File: src/rtl/pcap_replay_pkg.sv
// Shared definitions for the pcap replay pacer: FSM state encoding and
// default counter widths.
package pcap_replay_pkg;

    localparam int unsigned DEF_GAP_WIDTH     = 32;
    localparam int unsigned DEF_PKT_CNT_WIDTH = 32;

    typedef enum logic [1:0] {
        ST_IDLE = 2'd0,
        ST_PASS = 2'd1,
        ST_GAP  = 2'd2,
        ST_DONE = 2'd3
    } pacer_state_t;

endpackage

File: src/rtl/axis_reg_slice.sv
// Single-register AXI4-Stream slice with an external gate on tready.
// A beat accepted at one edge is presented on the master side at the next.
module axis_reg_slice #(
    parameter int DATA_WIDTH  = 256,
    parameter int TUSER_WIDTH = 128
) (
    input  logic                    clk,
    input  logic                    srst,
    input  logic                    gate,
    input  logic [DATA_WIDTH-1:0]   s_tdata,
    input  logic [DATA_WIDTH/8-1:0] s_tstrb,
    input  logic [TUSER_WIDTH-1:0]  s_tuser,
    input  logic                    s_tvalid,
    input  logic                    s_tlast,
    output logic                    s_tready,
    output logic [DATA_WIDTH-1:0]   m_tdata,
    output logic [DATA_WIDTH/8-1:0] m_tstrb,
    output logic [TUSER_WIDTH-1:0]  m_tuser,
    output logic                    m_tvalid,
    output logic                    m_tlast,
    input  logic                    m_tready
);

    always_comb begin
        s_tready = gate && (!m_tvalid || m_tready);
    end

    always_ff @(posedge clk) begin
        if (srst) begin
            m_tvalid <= 1'b0;
            m_tdata  <= '0;
            m_tstrb  <= '0;
            m_tuser  <= '0;
            m_tlast  <= 1'b0;
        end else if (s_tvalid && s_tready) begin
            m_tvalid <= 1'b1;
            m_tdata  <= s_tdata;
            m_tstrb  <= s_tstrb;
            m_tuser  <= s_tuser;
            m_tlast  <= s_tlast;
        end else if (m_tready) begin
            m_tvalid <= 1'b0;
        end
    end

endmodule

File: src/rtl/pcap_replay_pacer.sv
// Paces the replayed packet stream: programmable inter-packet gap and an
// optional per-run packet limit, in front of a one-beat output register.
module pcap_replay_pacer
    import pcap_replay_pkg::*;
#(
    parameter int C_M_AXIS_DATA_WIDTH  = 256,
    parameter int C_S_AXIS_DATA_WIDTH  = 256,
    parameter int C_M_AXIS_TUSER_WIDTH = 128,
    parameter int C_S_AXIS_TUSER_WIDTH = 128,
    parameter int C_GAP_WIDTH          = DEF_GAP_WIDTH,
    parameter int C_PKT_CNT_WIDTH      = DEF_PKT_CNT_WIDTH
) (
    input  logic                              axi_aclk,
    input  logic                              axi_aresetn,
    input  logic                              sw_rst,
    input  logic                              enable,
    input  logic [C_GAP_WIDTH-1:0]            ifg_cycles,
    input  logic [C_PKT_CNT_WIDTH-1:0]        pkt_limit,
    output logic [C_PKT_CNT_WIDTH-1:0]        pkt_count,
    output logic                              busy,
    output logic                              done,
    input  logic [C_S_AXIS_DATA_WIDTH-1:0]    s_axis_tdata,
    input  logic [C_S_AXIS_DATA_WIDTH/8-1:0]  s_axis_tstrb,
    input  logic [C_S_AXIS_TUSER_WIDTH-1:0]   s_axis_tuser,
    input  logic                              s_axis_tvalid,
    input  logic                              s_axis_tlast,
    output logic                              s_axis_tready,
    output logic [C_M_AXIS_DATA_WIDTH-1:0]    m_axis_tdata,
    output logic [C_M_AXIS_DATA_WIDTH/8-1:0]  m_axis_tstrb,
    output logic [C_M_AXIS_TUSER_WIDTH-1:0]   m_axis_tuser,
    output logic                              m_axis_tvalid,
    output logic                              m_axis_tlast,
    input  logic                              m_axis_tready
);

    pacer_state_t               state_q, state_d;
    logic [C_PKT_CNT_WIDTH-1:0] limit_q, limit_d;
    logic [C_PKT_CNT_WIDTH-1:0] count_d, count_inc;
    logic [C_GAP_WIDTH-1:0]     gap_q, gap_d;
    logic                       srst;
    logic                       gate;
    logic                       accept;

    always_comb begin
        srst      = !axi_aresetn || sw_rst;
        accept    = s_axis_tvalid && s_axis_tready;
        count_inc = (pkt_count == '1) ? pkt_count : pkt_count + 1'b1;
    end

    always_ff @(posedge axi_aclk) begin
        if (srst) begin
            state_q   <= ST_IDLE;
            limit_q   <= '0;
            pkt_count <= '0;
            gap_q     <= '0;
        end else begin
            state_q   <= state_d;
            limit_q   <= limit_d;
            pkt_count <= count_d;
            gap_q     <= gap_d;
        end
    end

    always_comb begin
        state_d = state_q;
        limit_d = limit_q;
        count_d = pkt_count;
        gap_d   = gap_q;
        case (state_q)
            ST_IDLE: begin
                if (enable) begin
                    limit_d = pkt_limit;
                    count_d = '0;
                    state_d = ST_PASS;
                end
            end
            ST_PASS, ST_GAP: begin
                if (state_q == ST_GAP && gap_q != '0) begin
                    gap_d = gap_q - 1'b1;
                end else if (state_q == ST_GAP && !enable) begin
                    state_d = ST_IDLE;
                end else if (accept) begin
                    // A single-beat packet accepted out of GAP is handled
                    // exactly like a tlast in PASS.
                    if (s_axis_tlast) begin
                        count_d = count_inc;
                        gap_d   = ifg_cycles;
                        if (limit_q != '0 && count_inc == limit_q) begin
                            state_d = ST_DONE;
                        end else if (!enable) begin
                            state_d = ST_IDLE;
                        end else begin
                            state_d = ST_GAP;
                        end
                    end else begin
                        state_d = ST_PASS;
                    end
                end
            end
            ST_DONE: begin
                if (!enable) begin
                    state_d = ST_IDLE;
                end
            end
            default: state_d = ST_IDLE;
        endcase
    end

    always_comb begin
        gate = (state_q == ST_PASS) ||
               (state_q == ST_GAP && gap_q == '0 && enable);
        busy = (state_q == ST_PASS) || (state_q == ST_GAP);
        done = (state_q == ST_DONE);
    end

    axis_reg_slice #(
        .DATA_WIDTH  (C_M_AXIS_DATA_WIDTH),
        .TUSER_WIDTH (C_M_AXIS_TUSER_WIDTH)
    ) u_out_slice (
        .clk      (axi_aclk),
        .srst     (srst),
        .gate     (gate),
        .s_tdata  (s_axis_tdata),
        .s_tstrb  (s_axis_tstrb),
        .s_tuser  (s_axis_tuser),
        .s_tvalid (s_axis_tvalid),
        .s_tlast  (s_axis_tlast),
        .s_tready (s_axis_tready),
        .m_tdata  (m_axis_tdata),
        .m_tstrb  (m_axis_tstrb),
        .m_tuser  (m_axis_tuser),
        .m_tvalid (m_axis_tvalid),
        .m_tlast  (m_axis_tlast),
        .m_tready (m_axis_tready)
    );

endmodule

File: config.mk
export PLATFORM = sky130hd
export DESIGN_NAME = pcap_replay_pacer
export DESIGN_NICKNAME = d
export VERILOG_FILES = /design/src/rtl/pcap_replay_pkg.sv /design/src/rtl/axis_reg_slice.sv /design/src/rtl/pcap_replay_pacer.sv
export SDC_FILE = /design/constraint.sdc
export NUM_CORES = 1
export LEC_CHECK = 0
export CAP_MARGIN = 20
export CORE_AREA = 2 2 371 373
export DETAILED_ROUTE_END_ITERATION = 8
export DIE_AREA = 0 0 373 375
export DONT_BUFFER_PORTS = 1
export PLACE_DENSITY = 0.3
export SLEW_MARGIN = 5
export SYNTH_ARGS = -nofsm -noshare
export SYNTH_HDL_FRONTEND = slang
export SYNTH_SLANG_ARGS = --single-unit
File: constraint.sdc
create_clock -name axi_aclk -period 4.5 [get_ports axi_aclk]
set_clock_uncertainty 0.15 [all_clocks]
set_input_delay 0.45 -clock axi_aclk [delete_from_list [all_inputs] [get_ports axi_aclk]]
set_output_delay 0.45 -clock axi_aclk [all_outputs]
set_load 0.05 [all_outputs]
# Word level (Yosys, flattened, before mapping)
# Index checks and enable logic that the tools add are counted.
# op_classes
div_mod_pow	0
multipliers	0
bitwise_logic	0
shifts	0
n_addsub	2
n_reduce_logical	27
n_eq_ne	13
magnitude_cmp	0
muxes	22
# op_table
operator	n
$mux 32	10
$pmux 32 s2	1
$reduce_bool 32->1	2
$add 32x1->32 const B	1
$eq 32x32->1	1
$eq 32x32->1 const B	1
$logic_not 32->1	1
$sub 32x1->32 const B	1
$mux 2	8
$ne 2x2->1 const B	7
$reduce_and 4->1	2
$reduce_bool 2->1	4
$logic_and 1x1->1	7
$pmux 2 s3	1
$reduce_and 6->1	1
$eq 2x2->1 const B	2
$logic_or 1x1->1	4
$logic_not 1->1	3
$ne 3x3->1 const B	1
$eq 2x1->1 const B	1
$logic_not 2->1	1
$mux 1	2
$reduce_and 2->1	1
$reduce_or 2->1	1
# totals
rom_bits	0
register_bits	516
latchBits	0
memories	0
ram_bits	0

# Logic depth before layout (Yosys ltp)
# logic_depth
depth_word	10
depth_mapped	12
mapped_depth_nobuf	11

# Modules after synthesis
# A second synthesis with hierarchy kept.
# hier_totals
cells_unflattened	2729
hier_area_um2	24778.8
# modules_own_cells
module	n_inst	cells_per_inst	area_each_um2	seq_area_each_um2
axis_reg_slice	1	1814	18484.0	8368.0
pcap_replay_pacer	1	915	6294.8	1961.9

# Worst setup path after synthesis
# OpenSTA, ideal clock, no wires.
# synth_path
kind	reg-to-reg
startpoint	register pkt_count[2]
endpoint	register state_q[1]
arrival_time_ps	3565
stages_incl_launch_ff	11
setup_ps	79
required_ps	4271
path_slack_ps	706
path_buffers	2
period_less_slack_ps	3794
cell_sequence	dfxtp_1 > buf_2 > nand3_1 > buf_2 > nor4_1 > nand3_1 > or3_2 > xnor2_1 > or4_1 > or4_1 > o211ai_1
# synth_via
elab_chain_cells	10
word_cells_on_any_way	11
cone_classes	add/sub: 1; eq/ne: 2; mux: 7; reduce/logical: 1
# synth_lines
item	line_no	source
from (decl)	pcap_replay_pacer.sv:19	output logic [C_PKT_CNT_WIDTH-1:0] pkt_count,
from (signal assigned)	pcap_replay_pacer.sv:59	pkt_count <= count_d;
$add 32x1->32 or $eq 32x32->1 (tied branches)	pcap_replay_pacer.sv:47	count_inc = (pkt_count == '1) ? pkt_count : pkt_count + 1'b1;
$mux 32 *	pcap_replay_pacer.sv:47	
$eq 32x32->1 *	pcap_replay_pacer.sv:88	if (limit_q != '0 && count_inc == limit_q) begin
$logic_and 1x1->1 *	pcap_replay_pacer.sv:88	
$mux 2 *	pcap_replay_pacer.sv:88	
$mux 2 *	pcap_replay_pacer.sv:85	if (s_axis_tlast) begin
$mux 2 *	pcap_replay_pacer.sv:82	end else if (accept) begin
$mux 2 *	pcap_replay_pacer.sv:80	end else if (state_q == ST_GAP && !enable) begin
$mux 2 *	pcap_replay_pacer.sv:78	if (state_q == ST_GAP && gap_q != '0) begin
$pmux 2 s3 *	pcap_replay_pacer.sv:69	case (state_q)
to (signal assigned)	pcap_replay_pacer.sv:57	state_q <= state_d;
to (decl)	pcap_replay_pacer.sv:36	pacer_state_t state_q, state_d;
# Mark *: on every way between the ends. The rest lies on a longest branch, timed or not. The select of a mux whose other input is x is not followed.
# A chain may end at the register's enable or synchronous reset.

# Worst setup path in the final report
# layout_path
startpoint	register gap_q[11]
endpoint	register gap_q[28]
# layout_via
elab_chain_cells	8
word_cells_on_any_way	14
cone_classes	add/sub: 1; eq/ne: 1; mux: 1; reduce/logical: 11
# layout_lines
item	line_no	source
from (decl)	pcap_replay_pacer.sv:39	logic [C_GAP_WIDTH-1:0] gap_q, gap_d;
from (signal assigned)	pcap_replay_pacer.sv:60	gap_q <= gap_d;
branches (longest 8 deep; another with $sub 32x1->32)	-	
# Parallel ways; which one is timed is not known.

==> impl_metrics.ini <==
[final_layout]
final_layout_size_suffix_gt1_share_pct = 6.938
nets = 3660
fill_cells = 15277
syn_to_final_growth_pct = 46.36

[yosys]
synth_ff_type = dfxtp_1
synth.area.mux_share_pct = 0.1456
yosysUniqueCellTypes = 65
synthArstFlopShare_pct = 0
syn_area_per_cell_um2 = 7.573
syn_inst = 2723
netlist_area_mm2 = 0.02062
yosys.area.top_type_share_pct = 50.09
synth.most_common_cell = nand2_1
synth_area_leader_cell = dfxtp_1
synth_nets = 3218
yosys-top-cells-count = 973 x nand2_1, 516 x dfxtp_1, 514 x a21oi_1
synth-compound-area-share_pct = 18.01
synthAdderAreaFrac_pct = 0.4854
netlist_top_cells_area = dfxtp_1 50%, nand2_1 18%, a21oi_1 12%
synth-edff-count = 0
synth_top_family_by_area = simple AND/OR/NAND/NOR gates
synth_xor_area_share_pct = 1.954
synth-simple-area-share_pct = 25.11
ys.warnings.count = 0
ys_seq_area_share_pct = 50.09
ys_seq_elements = 516

[pwr]
clkPwrFrac_pct = 50.8
seqPwrFrac_pct = 42.1
netSwitchingFraction_pct = 26.32
ir_drop_v = 0.0002335
switchingPower_mw = 2.986
p_leak_nw = 9.851
p_int_mw = 8.362
p_per_area_mw_per_mm2 = 376.0
pwr-share-comb_pct = 7.1

[floorplan]
die_h_um = 375
num_io_pins = 940
fp-row-count = 136
die_w_um = 373
initial_core_util_pct = 15.13
dieArea_mm2 = 0.1399
core-area_mm2 = 0.1363

[timing]
hold_viol = 0
layout_setup_ws_ns = 0.4773
fin_crit_sh_pct = 89.39
slew_headroom_pct = 25.83
rsz0062_at_grt = no
period_minus_slack_ns = 4.023
whs_ns = 0.07792
tns_ns = 0
max_freq_mhz = 248.6
setup_viol = 0
drv_slew = 0
worst_pin_slew_ns = 1.113

[clocking]
cts_hold_buf = 485
clockBufferDepth = 3
h-tree-depth = 3
clk_pin_slew_ns = 0.06
ctsResizeCount = 0
cts_tree = done
numCtsBuffers = 70
clock_latency_ns = 0.68
clkSinkCount = 516
cts_setup_buffers = 0
cts_root_buf = clkbuf_16

[setup_path]
path_max_fanout = 33
end_kind = register
crit_type = register to register
required_ns = 4.90
crit_arrival_ns = 4.42
r2r_slack_ns = 0.48
start_kind = register

[placed_design]
dp_hpwl_um = 81680
port_buffers = 0
gp_congestion = 0.8330
place_ws_ns = 0.6147

[worst_hold_path]
hp-class = input pin to register

[run_status]
outcome = completed

[drt]
dr.first_iter.drc_count = 1206
detail-route-antenna-nets = 0
firstDrtPassIters = 5
drt_wl_total_um = 109200
vias_per_cell = 4.154
dr_total_vias = 20822
drc = 0
post_drt_wl_per_cell_um = 21.79

[grt]
antenna_found_initial = 11
grt_pass1_wl_um = 154100
grt_pass1_vias = 20979
track_usage_pct = 14.93
overflow = 0
grt_max_degree = 193

[job]
maxCapViolCount = 0
-- stage by stage --
stage | power, mW | cell area [um^2] | util [%] | std cells
CTS | 11.58 | 30170 | 22.13 | 5008
global route | 11.80 | 30170 | 22.14 | 5009
global placement | 5.318 | 22950 | 16.84 | 4402
finish | 11.35 | 30180 | 22.14 | 5012
floorplan | 5.130 | 20620 | - | 2723
detailed placement | 5.314 | 22950 | 16.84 | 4402
-- cell type report --
type	instances	area (um^2)	area share (%)
Antenna cell	4	10.01	0.03317
Sequential cell	516	10330	34.23
Inverter	15	56.30	0.1866
Clock inverter	21	370.4	1.227
Timing Repair Buffer	579	5710	18.92
Tap cell	1794	2245	7.437
Multi-Input combinational cell	1983	9464	31.36
Clock buffer	100	1994	6.608
-- metal layers --
layer / vias up / wire length, um / track usage (%) / part of all wire (%)
li1: 10005 / - / - / -
met1: 9998 / 47100 / 18.59 / 43
met2: 699 / 49570 / 23.54 / 45
met3: 118 / 10460 / 6.136 / 9.6
met4: 2 / 2084 / 4.234 / 1.9
met5: - / 7 / 0 / 0.0064
-- registers in the layout, indices dropped and copies added, names as in the netlist --
| signal | cells |
|---|---|
| u_out_slice.m_tdata | 256 |
| u_out_slice.m_tuser | 128 |
| gap_q | 32 |
| limit_q | 32 |
| pkt_count | 32 |
| u_out_slice.m_tstrb | 32 |
| state_q | 2 |
| u_out_slice.m_tlast | 1 |
| u_out_slice.m_tvalid | 1 |
-- power by group through the flow --
stage	logic (mW)	registers, mW	clock network, mW
2_1_floorplan	0.282	4.85	0
3_3_place_gp	0.437	4.88	0
3_5_place_dp	0.435	4.88	0
4_1_cts	0.821	4.78	5.98
5_1_grt	0.872	4.78	6.14
6_report	0.807	4.78	5.76
-- worst max-delay path, cell delays in order (launching register included) --
cell and delay (ns):
dfxtp_1 0.34, or3_1 0.49, nor3_2 0.36, and4_1 0.43
a21oi_4 0.27, nand2_1 0.19, o21a_1 0.71, nor2_1 0.11
o221a_2 0.29, dlygate4sd3_1 0.55
-- cell families (layout without fill, tap and decap cells) --
| logic type | after synthesis | count (layout) |
|---|---|---|
| buffers and inverters | 224 | 715 |
| multiplexers | 3 | 3 |
| AO/OA/AOI/OAI | 684 | 684 |
| flip-flops | 516 | 516 |
| AND/OR/NAND/NOR | 1242 | 1242 |
| other | 0 | 4 |
| adder cells (fa/ha/maj) | 8 | 8 |
| XOR/XNOR | 46 | 46 |
-- placed cells by master, fill, tap and decap left out, types with 15 or more instances in the layout --
cell type / n
a31oi_1: 18
nor3_1: 30
inv_1: 15
dfxtp_1: 516
xor2_1: 23
a311oi_1: 16
a21oi_1: 513
o21ai_0: 68
buf_4: 82
dlygate4sd3_1: 485
nand2_1: 973
clkbuf_16: 70
xnor2_1: 23
nor4_1: 26
clkbuf_1: 17
nand4_1: 17
nand3_1: 31
nor2_1: 81
-- path summary, 6_finish.rpt --
| path | startpoint | to | depth (start not counted) |
|---|---|---|---|
| max reg2reg | gap_q[11]$_SDFFE_PP0P_ | gap_q[28]$_SDFFE_PP0P_ | 9 |
| min reg2reg | gap_q[13]$_SDFFE_PP0P_ | gap_q[13]$_SDFFE_PP0P_ | 2 |
| min | s_axis_tstrb[9] | u_out_slice.m_tstrb[9]$_SDFFE_PP0P_ | 2 |
| max | gap_q[11]$_SDFFE_PP0P_ | gap_q[28]$_SDFFE_PP0P_ | 9 |
Power figures use the tool's default switching activity.
